**config.mk**
```make
export PLATFORM = sky130hd
export DESIGN_NAME = countdown_ctrl
export DESIGN_NICKNAME = d
export VERILOG_FILES = /design/src/rtl/countdown_ctrl.sv
export SDC_FILE = /design/constraint.sdc
export NUM_CORES = 1
export LEC_CHECK = 0
export ABC_AREA = 1
export CAP_MARGIN = 30
export CORE_ASPECT_RATIO = 1.4
export CORE_MARGIN = 8
export CORE_UTILIZATION = 35
export CTS_CLUSTER_DIAMETER = 150
export DETAILED_ROUTE_END_ITERATION = 7
export GPL_TIMING_DRIVEN = 1
export PLACE_DENSITY_LB_ADDON = 0.1
export SLEW_MARGIN = 10
export SYNTH_ARGS = -nofsm -noshare
export SYNTH_HDL_FRONTEND = slang
export SYNTH_SLANG_ARGS = --single-unit
```
**constraint.sdc**
```tcl
create_clock -name clk -period 1.72 [get_ports clk]
set_clock_uncertainty 0.1 [all_clocks]
set_input_delay 0.344 -clock clk [delete_from_list [all_inputs] [get_ports clk]]
set_output_delay 0.344 -clock clk [all_outputs]
set_load 0.02 [all_outputs]
```
**src/rtl/countdown_ctrl.sv**
```systemverilog
// Sequencing controller for the BCD mm:ss countdown: mode, load strobe, preset, 1 Hz tick, alarm.
// Define AUTO_RELOAD_EN to reload the preset and restart automatically when the alarm expires.
module countdown_ctrl #(
    parameter int TICK_DIV    = 100000000,
    parameter int ALARM_TICKS = 10
) (
    input  logic       clk,
    input  logic       rst,
    input  logic       btn_start,
    input  logic       btn_load,
    input  logic       btn_clear,
    input  logic [3:0] set_min1,
    input  logic [3:0] set_min0,
    input  logic [3:0] set_sec1,
    input  logic [3:0] set_sec0,
    input  logic [3:0] min1,
    input  logic [3:0] min0,
    input  logic [3:0] sec1,
    input  logic [3:0] sec0,
    output logic [1:0] alu,
    output logic       switch,
    output logic [3:0] in_min1,
    output logic [3:0] in_min0,
    output logic [3:0] in_sec1,
    output logic [3:0] in_sec0,
    output logic       tick,
    output logic       alarm,
    output logic [2:0] state
);
    localparam int DIV_W  = $clog2(TICK_DIV);
    localparam int ACNT_W = (ALARM_TICKS > 1) ? $clog2(ALARM_TICKS) : 1;
    localparam logic [DIV_W-1:0]  DIV_LAST  = DIV_W'(TICK_DIV - 1);
    localparam logic [ACNT_W-1:0] ACNT_LAST = ACNT_W'(ALARM_TICKS - 1);

    typedef enum logic [2:0] {
        S_IDLE  = 3'd0,
        S_LOAD  = 3'd1,
        S_READY = 3'd2,
        S_RUN   = 3'd3,
        S_PAUSE = 3'd4,
        S_DONE  = 3'd5
    } state_t;

    function automatic logic [3:0] clamp_digit(input logic [3:0] d, input logic [3:0] lim);
        return (d > lim) ? 4'd0 : d;
    endfunction

    state_t              state_q, state_d;
    logic [DIV_W-1:0]    div_q, div_d;
    logic [ACNT_W-1:0]   acnt_q, acnt_d;
    logic [15:0]         preset_q, preset_d;
    logic [15:0]         preset_clamped;
    logic [1:0]          alu_d;
    logic                switch_d, tick_d, alarm_d;
    logic                cnt_zero, div_hit;
`ifdef AUTO_RELOAD_EN
    logic                reload_q, reload_d;
`endif

    assign preset_clamped = {clamp_digit(set_min1, 4'd5), clamp_digit(set_min0, 4'd9),
                             clamp_digit(set_sec1, 4'd5), clamp_digit(set_sec0, 4'd9)};
    assign cnt_zero = ({min1, min0, sec1, sec0} == 16'h0000);
    assign div_hit  = (div_q == DIV_LAST);

    assign {in_min1, in_min0, in_sec1, in_sec0} = preset_q;
    assign state = state_q;

    always_ff @(posedge clk) begin
        if (rst) begin
            state_q  <= S_IDLE;
            div_q    <= '0;
            acnt_q   <= '0;
            preset_q <= '0;
            alu      <= 2'b00;
            switch   <= 1'b0;
            tick     <= 1'b0;
            alarm    <= 1'b0;
`ifdef AUTO_RELOAD_EN
            reload_q <= 1'b0;
`endif
        end else begin
            state_q  <= state_d;
            div_q    <= div_d;
            acnt_q   <= acnt_d;
            preset_q <= preset_d;
            alu      <= alu_d;
            switch   <= switch_d;
            tick     <= tick_d;
            alarm    <= alarm_d;
`ifdef AUTO_RELOAD_EN
            reload_q <= reload_d;
`endif
        end
    end

    // Outputs are computed as next-cycle values so every port comes straight from a flop.
    always_comb begin
        state_d  = state_q;
        div_d    = '0;
        acnt_d   = '0;
        preset_d = preset_q;
        alu_d    = 2'b00;
        switch_d = 1'b0;
        tick_d   = 1'b0;
        alarm_d  = 1'b0;
`ifdef AUTO_RELOAD_EN
        reload_d = reload_q;
`endif
        case (state_q)
            S_IDLE: begin
                if (btn_load) begin
                    state_d  = S_LOAD;
                    switch_d = 1'b1;
                    preset_d = preset_clamped;
                end
            end
            S_LOAD: begin
                state_d = (preset_q == 16'h0000) ? S_IDLE : S_READY;
`ifdef AUTO_RELOAD_EN
                if (reload_q) begin
                    state_d  = S_RUN;
                    alu_d    = 2'b01;
                    reload_d = 1'b0;
                end
`endif
            end
            S_READY, S_PAUSE: begin
                if (btn_load) begin
                    state_d  = S_LOAD;
                    switch_d = 1'b1;
                    preset_d = preset_clamped;
                end else if (btn_start) begin
                    state_d = S_RUN;
                    alu_d   = 2'b01;
                end
            end
            S_RUN: begin
                if (btn_start) begin
                    state_d = S_PAUSE;
                end else begin
                    alu_d = 2'b01;
                    // Terminal count swallows the tick so the counters never wrap to 59:59.
                    if (div_hit) begin
                        if (cnt_zero) begin
                            state_d = S_DONE;
                            alu_d   = 2'b00;
                            alarm_d = 1'b1;
                        end else begin
                            tick_d = 1'b1;
                        end
                    end else begin
                        div_d = div_q + 1'b1;
                    end
                end
            end
            S_DONE: begin
                alarm_d = 1'b1;
                if (btn_start) begin
                    state_d = S_IDLE;
                    alarm_d = 1'b0;
                end else if (div_hit) begin
                    if (acnt_q == ACNT_LAST) begin
                        alarm_d = 1'b0;
`ifdef AUTO_RELOAD_EN
                        state_d  = S_LOAD;
                        switch_d = 1'b1;
                        reload_d = 1'b1;
`else
                        state_d  = S_IDLE;
`endif
                    end else begin
                        acnt_d = acnt_q + 1'b1;
                    end
                end else begin
                    div_d  = div_q + 1'b1;
                    acnt_d = acnt_q;
                end
            end
            default: state_d = S_IDLE;
        endcase

        if (btn_clear) begin
            state_d  = S_IDLE;
            div_d    = '0;
            acnt_d   = '0;
            preset_d = preset_q;
            alu_d    = 2'b00;
            switch_d = 1'b0;
            tick_d   = 1'b0;
            alarm_d  = 1'b0;
`ifdef AUTO_RELOAD_EN
            reload_d = 1'b0;
`endif
        end
    end
endmodule

```
Word level (Yosys, flattened, before mapping)
Index checks and enable logic that the tools add are counted.
{ "op_classes": {"addsub": 2, "magnitude_cmp": 4, "eq_ne": 13, "muxes": 31, "bitwise": 6, "reduce_logical": 13} }
{ "op_table": {"columns": ["operator", "count"], "rows": [
  ["$logic_not 16->1", 2],
  ["$add 27x1->27 const B", 1],
  ["$eq 27x27->1 const B", 1],
  ["$mux 3", 9],
  ["$mux 4", 5],
  ["$ne 3x3->1 const B", 5],
  ["$pmux 3 s5", 1],
  ["$mux 1", 13],
  ["$reduce_or 5->1", 2],
  ["$gt 4x3->1 const B", 2],
  ["$gt 4x4->1 const B", 2],
  ["$eq 3x2->1 const B", 2],
  ["$eq 3x3->1 const B", 2],
  ["$not 1->1", 6],
  ["$reduce_and 6->1", 1],
  ["$reduce_or 2->1", 3],
  ["$reduce_or 3->1", 2],
  ["$add 4x1->4 const B", 1],
  ["$eq 4x4->1 const B", 1],
  ["$pmux 1 s2", 2],
  ["$reduce_or 4->1", 1],
  ["$eq 3x1->1 const B", 1],
  ["$logic_not 3->1", 1],
  ["$reduce_and 3->1", 1],
  ["2 further kinds", 2]
]} }
{ "totals": {"ff_bits": 55, "inputBits": 37, "wordCells": 77} }

Logic depth before layout (Yosys ltp)
{ "depth": {"word_depth": 5, "ltp_mapped": 11, "ltp_nobuf": 11} }

Least setup slack after synthesis
Ideal clock, no wire load.
{ "synth_path": {"path_type": "register to register", "start": "register div_q[0]", "end": "register div_q[15]", "setup_time_ns": 0.115, "arrival_time_ns": 1.455, "path_slack_ns": 0.051, "stages_incl_launch_ff": 12, "path_cell_list": "dfxtp_1 ha_1 nand2_1 nor2_4 nand2_4 nor2_8 nand3_4 nand2_4 inv_4 nand2_8 buf_12 nor2_1"} }
{ "synth_between": {"elab_chain_cells": 2} }
{ "synth_lines": {"columns": ["item", "line_no", "rtl"], "rows": [
  ["from (decl)", "49", "logic [DIV_W-1:0] div_q, div_d;"],
  ["from (signal assigned)", "83", "div_q <= div_d;"],
  ["branches (longest 2 deep; another with $add 27x1->27)", null, null]
]} }
Parallel ways; which one is timed is not known.
A chain may end at the register's enable or synchronous reset.

Worst setup path in the final report
{ "layout_path": {"start": "register div_q[1]", "end": "register state_q[2] (netlist: state[2])"} }
{ "layout_between": {"elab_chain_cells": 3} }
{ "layout_lines": {"columns": ["item", "line_no", "rtl"], "rows": [
  ["$eq 27x27->1 *", "63", "assign div_hit = (div_q == DIV_LAST);"],
  ["$ne 3x3->1 (no source line)", null, null],
  ["$reduce_and 6->1 (no source line) *", null, null],
  ["to (signal assigned)", "82", "state_q <= state_d;"],
  ["to (decl)", "48", "state_t state_q, state_d;"]
]} }
Mark *: on every way between the ends. The rest lies on a longest branch, timed or not.

==> summary.txt <==
Synthesis
  – Ys Warns: 0
  – Post-Synth XOR/XNOR Area: 3.129%
  – Top-area cell type share of the netlist area: between 30% and 40%
  – Simple-Gate Fraction of Synth Area: 40.90%
  – Synth Register Bits: 54
  – Library cells used by synthesis: 37
  – Syn Area/Cell: 6.928 µm²
  – Largest family of logic cells by synthesized area: simple AND/OR/NAND/NOR gates
  – Ys async rst share: 0%
  – Synth area leader: dfxtp_1
  – Most common flop cell mapped by yosys: dfxtp_1
  – Syn nets: 442
  – Commonest cells post-synth: 88 x nand2_1, 71 x nor2_1, 54 x dfxtp_1, 38 x nand3_1, 37 x inv_1
  – Synth Area in Compound Gates: 8.985%
  – Seq/Total Area, Yosys: roughly two fifths
  – Top cells by area, synth: dfxtp_1 39%, nand2_1 12%, nor2_1 9.5%
  – Synthesized area: 2799 µm²
  – Post-synth EDFFs: 0
  – Post-Synth Adder-Cell Area: less than 1%
  – Count leader, synth: nand2_1
  – Cells after Synth: 404
  – Mux cell area share after synthesis: 0%

Pwr
  – Pwr Total: 2336 µW
  – PD cells: roughly 600 nW/µm²
  – Max IR drop VDD: 0.3116 mV
  – Pleak: 0.001584 µW

Die
  – Io pins: between 60 and 70
  – Core Region: 7750 µm²
  – Die height: about 120 µm
  – Initial Util: about 36%
  – Die W: 91.58 µm
  – Core Rows: 38
  – Die area: 11,160 µm²

Clocking
  – Number of buffers created by CTS: 5
  – Clk Latency, worst-skew pair: 0.32 ns
  – Hold_buf cts: 0
  – Clk sink count: 54
  – Maximum clock path buffer count: 2
  – Clock Tree Root: clkbuf_8
  – CTS H-Tree Depth: 2
  – CTS tree: done
  – Clock transition at the registers of the reported paths: 0.11 ns

Worst setup path
  – CP max stage delay: 0.37 ns
  – CP Max Fanout: 5
  – Worst path top cell family by delay: simple AND/OR/NAND/NOR gates
  – Reg2reg start: div_q[1]
  – Crit path buffers/inverters: 1
  – WS Path Type: flop to flop
  – CP startpoint kind: flop
  – CP required: 1.83 ns
  – CP max stage cell: dfxtp_2
  – CP cell instances: ha_4 > nand2_4 > nor2_4 > nand2_4 > nor2_8 > nand3_4 > nand2_4 > buf_6 > nand3_1 > nand2_1 > nor2_1
  – Critical path capture point type: flop
  – Most common cell type on the critical path: nand2_4
  – Arrival @ worst endpoint: 1.83 ns
  – Origin of the worst setup path: div_q[1]

Detailed routing
  – Drt wl/cell: ~12 µm
  – Top sig layer: met4
  – M1 WL: 3030 µm
  – Via total after detailed routing: ~2,800
  – Initial DRT Pass Iterations: 4
  – Vias per cell: 4.683
  – Residual DRC: 0
  – DR iter-0 viols: 70
  – Met2 WL: 3985 µm
  – DR WL met3: 272 µm
  – Drt total wl: about 7400 µm
  – ANT nets after route: 0

Placed design
  – DP Cell Count: 581
  – Hpwl dp: between 5000 and 6000 µm
  – Pre-CTS worst setup slack: -0.08476 ns
  – PortBufs: 59
  – GP Congestion: 0.8482

Cells and area
  – Non-Filler Instances: 597
  – Nets: ~530
  – Syn-to-layout area delta: 39.03%
  – Final core occ: 50.21%
  – Layout cell share with drive strength beyond 1: 16.70%
  – N_diodes: 0

STA
  – Worst setup margin: ~0.00031 ns
  – Final Max Tran Viols: 0
  – Fin crit share: ~100%
  – RSZ-0062 raised after global routing: yes
  – Min cycle time layout: 1.720 ns
  – Final hold vios: 0
  – Fmax achieved: 581.5 MHz
  – Final setup vio count: 0

GRT
  – Vias in the first global route: 2,857
  – Gr ovfl total: 0
  – Largest net degree at the start of global routing: 20
  – Number of antenna violations at the first check in global routing: 0
  – Total Routing Usage GR: 13.62%
  – First-pass GRT wire length: 12,570 µm

Min path
  – Min-Delay Path Class: flop to flop
  – Worst Hold Launch: preset_q[7]

Run
  – Max-Cap Viols: 0

Outcome
  – Status: completed
## layer usage
metal | GRT usage, % | vias to the layer above
li1 | - | 1495
met5 | 0 | -
met1 | 14.60 | 1252
met3 | 3.264 | 8
met4 | 4.317 | 0
met2 | 25.52 | 41
## report_power, final
| group | total [µW] | switching [µW] | internal (µW) |
|---|---|---|---|
| registers | 1280 | 16.4 | 1270 |
| clock network | 761 | 458 | 303 |
| logic | 291 | 144 | 147 |
| total | 2340 | 618 | 1720 |
## per-stage QoR
step                      hold slack, ns  cell area (µm²)  TNS [ns]
after CTS                         0.3754             3804         0
after global placement            0.3520             3645   -0.2719
after detailed placement          0.3572             3645   -0.8959
after global routing              0.4062             3891    -1.216
final                             0.3694             3891         0
after floorplan                   0.3175             2799         0
## cells in the final DEF, fill, tap and decap left out, types with 2 or more instances in the layout
cell / instances
nand2_8: 2
a21oi_2: 8
nor3b_1: 4
nor3_1: 14
clkbuf_8: 5
xor2_1: 6
nand2_4: 3
nor3b_2: 3
dfxtp_2: 2
clkdlybuf4s50_1: 36
dfxtp_1: 52
a21oi_1: 12
dlymetal6s2s_1: 4
nand3b_1: 2
clkinv_4: 2
dlygate4sd2_1: 19
nor2_4: 4
nor2_1: 70
nand4_1: 6
inv_1: 36
o21ai_1: 8
or2_2: 2
inv_2: 4
xnor2_1: 4
nor3_2: 2
nor4_1: 2
nand3_1: 33
nand3_2: 7
nand2_1: 87
buf_4: 30
o21ai_0: 17
## sequential cells by signal, summed over array words and instances, names as in the netlist
| name | count |
|---|---|
| acnt_q | 4 |
| alarm | 1 |
| alu | 1 |
| div_q | 27 |
| preset_q | 16 |
| state | 3 |
| switch | 1 |
| tick | 1 |
## final cells by class
cell class / instances / area, µm²
Inverter: 42 / 162.7
Sequential cell: 54 / 1084
Fill cell: 788 / 3859
Tap cell: 100 / 125.1
Clock inverter: 3 / 28.78
Clock buffer: 5 / 68.82
Timing Repair Buffer: 90 / 813.3
Multi-Input combinational cell: 303 / 1609
## worst min-delay path, stage by stage (launching register included)
cell,delay [ns]
dfxtp_1,0.34
nand2_1,0.06
nor2_1,0.03
## path summary, 6_finish.rpt
kind	end	slack, ns	depth (start not counted)
max	state[2]	0.0003	11
max reg2reg	state[2]	0.0003	11
min	preset_q[7]	0.37	2
min reg2reg	preset_q[7]	0.37	2
## cells by family (layout without fill, tap and decap cells)
kind of cell,Yosys count,in the layout
and+or+nand+nor,244,246
DFF,54,54
buffers and inverters,49,140
adders and majority gates,1,1
xor gates and xnor gates,10,10
other,1,1
AOI/OAI and AO/OA,45,45
## what timing repair did
action,4_1_cts,5_1_grt
endpoints found under the setup margin,51,38
gates cloned,2,0
pin swaps,3,11
resized for setup,28,21
setup buffers,4,2
No activity file was read; power rests on OpenSTA's default activity.
